$ cat src/rtl/bm_piso_tx.sv
// Parallel-in, serial-out transmitter: takes a WIDTH-bit word over a valid/ready
// handshake and shifts it out one bit per clock with a qualifying dout_valid.
module bm_piso_tx #(
    parameter int WIDTH     = 3,
    parameter bit MSB_FIRST = 1'b1
) (
    input  logic             c,
    input  logic             rst_n,
    input  logic [WIDTH-1:0] pdata,
    input  logic             load_valid,
    output logic             load_ready,
    output logic             dout,
    output logic             dout_valid,
    output logic             busy,
    output logic             done
);

    localparam int CNT_W = $clog2(WIDTH);
    localparam logic [CNT_W-1:0] LAST = CNT_W'(WIDTH - 1);

    localparam logic [0:0] IDLE  = 1'b0;
    localparam logic [0:0] SHIFT = 1'b1;

    logic [0:0]       state;
    logic [WIDTH-1:0] shreg;
    logic [WIDTH-1:0] shreg_shifted;
    logic [CNT_W-1:0] cnt;
    logic [CNT_W-1:0] cnt_nxt;
    logic             last_bit;
    logic             accept;

    always_comb begin
        last_bit   = (state == SHIFT) && (cnt == LAST);
        load_ready = rst_n && ((state == IDLE) || last_bit);
        accept     = load_valid && load_ready;
        cnt_nxt    = cnt + 1'b1;
        if (MSB_FIRST) begin
            shreg_shifted = {shreg[WIDTH-2:0], 1'b0};
        end else begin
            shreg_shifted = {1'b0, shreg[WIDTH-1:1]};
        end
    end

    // The head bit of the shift register is the serial output; the register
    // is all-zero in IDLE, so dout idles low without extra gating.
    assign dout = MSB_FIRST ? shreg[WIDTH-1] : shreg[0];

    always_ff @(posedge c or negedge rst_n) begin
        if (!rst_n) begin
            state      <= IDLE;
            shreg      <= '0;
            cnt        <= '0;
            dout_valid <= 1'b0;
            busy       <= 1'b0;
            done       <= 1'b0;
        end else if (accept) begin
            // Covers both a fresh start from IDLE and a zero-gap reload on the last bit.
            state      <= SHIFT;
            shreg      <= pdata;
            cnt        <= '0;
            dout_valid <= 1'b1;
            busy       <= 1'b1;
            done       <= 1'b0;
        end else if (state == SHIFT) begin
            if (last_bit) begin
                state      <= IDLE;
                shreg      <= '0;
                cnt        <= '0;
                dout_valid <= 1'b0;
                busy       <= 1'b0;
                done       <= 1'b0;
            end else begin
                shreg <= shreg_shifted;
                cnt   <= cnt_nxt;
                // done is registered one cycle early so it lines up with the last bit.
                done  <= (cnt_nxt == LAST);
            end
        end
    end

endmodule
$ cat config.mk
export PLATFORM = sky130hd
export DESIGN_NAME = bm_piso_tx
export DESIGN_NICKNAME = d
export VERILOG_FILES = /design/src/rtl/bm_piso_tx.sv
export SDC_FILE = /design/constraint.sdc
export NUM_CORES = 1
export LEC_CHECK = 0
export CAP_MARGIN = 20
export CORE_AREA = 2 2 39 41
export CTS_CLUSTER_DIAMETER = 30
export DETAILED_ROUTE_END_ITERATION = 12
export DIE_AREA = 0 0 41 43
export PLACE_DENSITY_LB_ADDON = 0.05
export SYNTH_ARGS = -nofsm -noshare
export SYNTH_HDL_FRONTEND = slang
export SYNTH_SLANG_ARGS = --single-unit
export TNS_END_PERCENT = 100
$ cat constraint.sdc
create_clock -name c -period 2.6 [get_ports c]
set_input_delay 0.26 -clock c [delete_from_list [all_inputs] [get_ports c]]
set_output_delay 0.26 -clock c [all_outputs]
set_load 0.02 [all_outputs]
---- Word level (Yosys, flattened, before mapping) ----
Index checks and enable logic that the tools add are counted.
word-level totals
  register bits ........................... 8
  bits in latches ......................... 0
  RAM bits ................................ 0
  bits in read-only memories .............. 0
  bits of input ports ..................... 6
  output and inout port bits .............. 5
  logic and storage cells ................. 31
  memories kept ........................... 0
cells by class
  $add $sub $neg .......................... 1
  multipliers ............................. 0
  divide/modulo/power cells ............... 0
  $lt $le $gt $ge ......................... 0
  eq/ne operators ......................... 2
  shift operators ......................... 0
  muxes and demuxes ....................... 15
  bitwise logic cells ..................... 1
  reductions and logical operators ........ 7
operators with widths
  kind                                         number
  two-way mux 1 bit                            9
  two-way mux 3 bit                            3
  two-way mux 2 bit                            3
  == test 2 bit, second input constant         2
  nonzero test 2 bit                           2
  logical AND 1 bit                            3
  adder 2 x 1 -> 2 bit, second input constant  1
  AND reduction 2 bit                          1
  logical OR 1 bit                             1
  inverter 1 bit                               1

---- Logic depth before layout (Yosys ltp) ----
  depth in word-level cells ............... 7
  mapped depth ............................ 4
  mapped depth without buffers ............ 3

---- Worst setup path before layout ----
Ideal clock, no wire load.
  kind .................................... register -> register
  from .................................... register cnt[0]
  to ...................................... register shreg[1]
  setup time .............................. 125 ps
  arrival ................................. 1046 ps
  required time ........................... 2475 ps
  setup slack ............................. 1429 ps
  stages on the path, launching flop included .. 4
  path buffers ............................ 0
  period minus slack after synthesis ...... 1171 ps
  path through ............................ dfrtp_1 nand2b_4 a21oi_4 mux2_4
on the way
  longest elaborated chain between the ends .. 6
  elaborated cells on any way between the ends .. 9
  those cells by class .................... 1 x eq/ne; 3 x mux; 5 x reduce/logical
ends and longest elaborated chain
  item                                                            RTL line  RTL
  start, declared                                                 27        logic [CNT_W-1:0] cnt;
  start signal, assigned                                          74        cnt <= cnt_nxt;
  == test 2 bit *                                                 33        last_bit = (state == SHIFT) && (cnt == LAST);
  logical AND 1 bit *                                             33
  logical OR 1 bit                                                34        load_ready = rst_n && ((state == IDLE) || last_bit);
  logical AND 1 bit                                               34
  logical AND 1 bit                                               35        accept = load_valid && load_ready;
  two-way mux 3 bit / nonzero test 2 bit (equally long branches)  n/a
  end signal, assigned                                            59        shreg <= pdata;
  end signal, assigned                                            73        shreg <= shreg_shifted;
  end, declared                                                   25        logic [WIDTH-1:0] shreg;
Mark *: on every way between the ends. The rest lies on a longest branch, timed or not. The select of a mux whose other input is x is not followed.
A chain may end at the register's enable or synchronous reset.

---- Worst setup path after layout ----
  from .................................... register cnt[0]
  to ...................................... output load_ready
on the way
  longest elaborated chain between the ends .. 4
ends and longest elaborated chain
  item               RTL line  RTL
  == test 2 bit      33
  logical AND 1 bit  33
  logical OR 1 bit   34
  logical AND 1 bit  34
  end, declared      11        output logic load_ready,
Every way passes these cells.

==> flow_summary.toml <==
[worst_hold_path]
worstHoldPathType = "input pin to async pin"

[sta]
fin_hold_ws_ps = 290.6
finalClockSkew_ps = 2.448
finalSetupTns_ps = 0
max-slew-margin-rel_pct = 78.22
hold_viol = 0
timing.final.max_slew_violations = 0
tightest_slew_ps = 326.6
fmaxAchievable_mhz = 526.2
period_minus_slack_ps = 1900
unrepaired_setup_endpoints_after_global_routing = "false"
final-setup-viol-count = 0
fin_crit_sh_pct = 73.09

[layout]
proportion_of_layout_cells_with_a_drive_suffix_above_1_pct = 20.83
final_cell_area_sq_um = 525.5
ff_latch_area_sq_um = 200.2
total_inserted_antenna_cells = 0
fillers = 148
multi_input_gate_area_sq_um = 167.7
area_growth_syn_to_layout_pct = 32.08
net_count_of_the_finished_layout = 56

[setup_path]
critical_path.max_fanout = 5
critPathKind = "register to output pin"
required_ps = 2340
timing.critical_path.to_type = "output pin"
start_kind = "register"
timing.critical_path.arrival_ps = 1640

[floorplanning]
core-area_sq_mm = 0.001384
die_w_um = 41
io_pins = 11
initial_core_util_pct = 28.75
die-area_sq_mm = 0.001763
fp.dieH_um = 43
placement_rows = 14

[synth]
synth_seq_area_share_pct = 50.31
synth_nets = 42
synthCells = 36
syn_area_sq_um = 397.9
ys_ff_latch = 8
mean_syn_cell_area_sq_um = 11.05
synth-warning-count = 0
netlist-cell-type-count = 22

[drt]
dr.pass1.iters = 2
vias_per_cell = 4.594
routed-via-count = 294
route.detailed.wl_per_inst_um = 11.94
route.antenna.remaining_nets = 0
detail_route.drc_violations = 0
drt_wl_total_um = 764
detail_route.iter0.violations = 9

[global_routing]
grt_pass1_vias = 294
number_of_antenna_violations_at_the_first_check_in_global_routing = 0
grt_pass1_wl_mm = 1.262
grt_max_degree = 11
overall_track_demand_over_capacity_in_global_routing_pct = 11.12
globalRoute.totalOverflow = 0

[power]
power_per_cell_area_mw_per_mm2 = 1120
vdd_ir_drop_max_v = 0.0003605
fin_total_pwr_mw = 0.5884
total_leakage_power_nw = 0.2405

[clocking]
clock_latency_ps = 260
cts-hold-fix-buffers = 0
cts.htree.levels = 1
cts_made_buffers = 3
clock-sinks = 8
cts_post_setup_buffers_inserted = 0
path_clk_slew_ps = 50
cts_tree = "built"
ctsLongestPathBuffers = 2
cts.repair.resized = 0
root_buffer = "clkbuf_4"

[placement]
place.port_buffers = 10
dpl.hpwl_um = 565.3
gpl_wtd_cong = 0.7860
placed_area_sq_um = 503.0

[flow_run]
drv.max_cap_violation_count = 0

[status]
outcome = "finished clean"
==> cell families (layout without fill, tap and decap cells) <==
group | after synthesis | after routing | share of synthesized area, %
DFF | 8 | 8 | 50.31
AOI/OAI and AO/OA | 8 | 8 | 16.35
and+or+nand+nor | 15 | 15 | 22.01
muxes | 1 | 1 | 3.772
buffers and inverters | 4 | 16 | 7.545
==> synth_stat cells <==
master,n,area share [%]
and2b_2,1,2.2
a21o_1,2,3.8
nand3b_1,1,1.9
and2_1,1,1.6
nand2_1,6,5.7
dfrtp_1,8,50
inv_2,1,0.94
mux2_4,1,3.8
nand2_2,1,1.6
and3_1,1,1.6
a21oi_4,1,4.1
inv_1,1,0.94
o22ai_1,1,1.6
nand3_1,1,1.3
a221o_1,1,2.5
buf_8,1,3.8
buf_4,1,1.9
nor2b_1,1,1.6
nor3_1,1,1.3
nand2b_4,1,3.5
o31ai_1,1,1.9
a21oi_1,2,2.5
==> cells in the final DEF, fill, tap and decap left out <==
cell type,netlist,routed
nand3b_1,1,1
nor3_1,1,1
inv_2,1,1
mux2_4,1,1
buf_4,1,1
a221o_1,1,1
nand2b_4,1,1
a21oi_4,1,1
a21o_1,2,2
inv_1,1,1
and3_1,1,1
clkdlybuf4s50_1,0,10
nand2_1,6,6
a21oi_1,2,2
dfrtp_1,8,8
o31ai_1,1,1
nand3_1,1,1
and2_1,1,1
clkbuf_4,0,3
o22ai_1,1,1
and2b_2,1,1
nand2_2,1,1
nor2b_1,1,1
==> state kept, by name, summed over array words and instances, names as in the netlist <==
name,count
busy,1
cnt,2
done,1
shreg,3
state,1
==> worst paths after layout <==
kind	slack [ps]	endpoint	startpoint	cells past startpoint
max in group asynchronous	2170	cnt[1]$_DFFE_PN0P_	rst_n	2
hold / removal	290	shreg[0]$_DFFE_PN0P_	rst_n	2
min in group c	500	busy$_DFFE_PN0P_	busy$_DFFE_PN0P_	1
hold reg to reg	500	busy$_DFFE_PN0P_	busy$_DFFE_PN0P_	1
setup reg to reg	1350	shreg[1]$_DFFE_PN0P_	cnt[0]$_DFFE_PN0P_	3
setup / recovery	700	load_ready	cnt[0]$_DFFE_PN0P_	4
==> cell type report <==
| type | instances | share of cell area (%) |
|---|---|---|
| sequential | 8 | 38.10 |
| timing repair buffer | 11 | 20.48 |
| multi-input combinational | 24 | 31.90 |
| tap | 16 | 3.810 |
| inverter | 2 | 1.429 |
| clock buffer | 3 | 4.286 |
==> routing by layer <==
metal | vias up | routed length [um] | share of wire (%) | GRT usage [%]
li1 | 147 | - | - | -
met1 | 136 | 349 | 46 | 13.49
met2 | 9 | 334 | 44 | 14.69
met3 | 2 | 58 | 7.6 | 5.236
met4 | 0 | 21 | 2.7 | 8.000
met5 | - | 0 | 0 | 0
==> where the power goes <==
| part | internal [mW] | switching [mW] |
|---|---|---|
| sequential | 0.176 | 0.0546 |
| clock | 0.0530 | 0.0444 |
| combinational | 0.138 | 0.123 |
==> per-stage QoR <==
step                util (%)  cells  worst slack, ps
floorplan                  -     36             1429
global placement       36.35     61            714.9
detailed placement     36.35     61            705.2
CTS                    37.97     64            682.6
global route           37.97     64            621.5
finish                 37.97     64            699.5
==> critical path: stages (launching register included) <==
cell,delay (ps)
dfrtp_1,410
nand2b_4,170
nand2_1,80
and2_1,130
clkdlybuf4s50_1,590
Power figures use the tool's default switching activity.
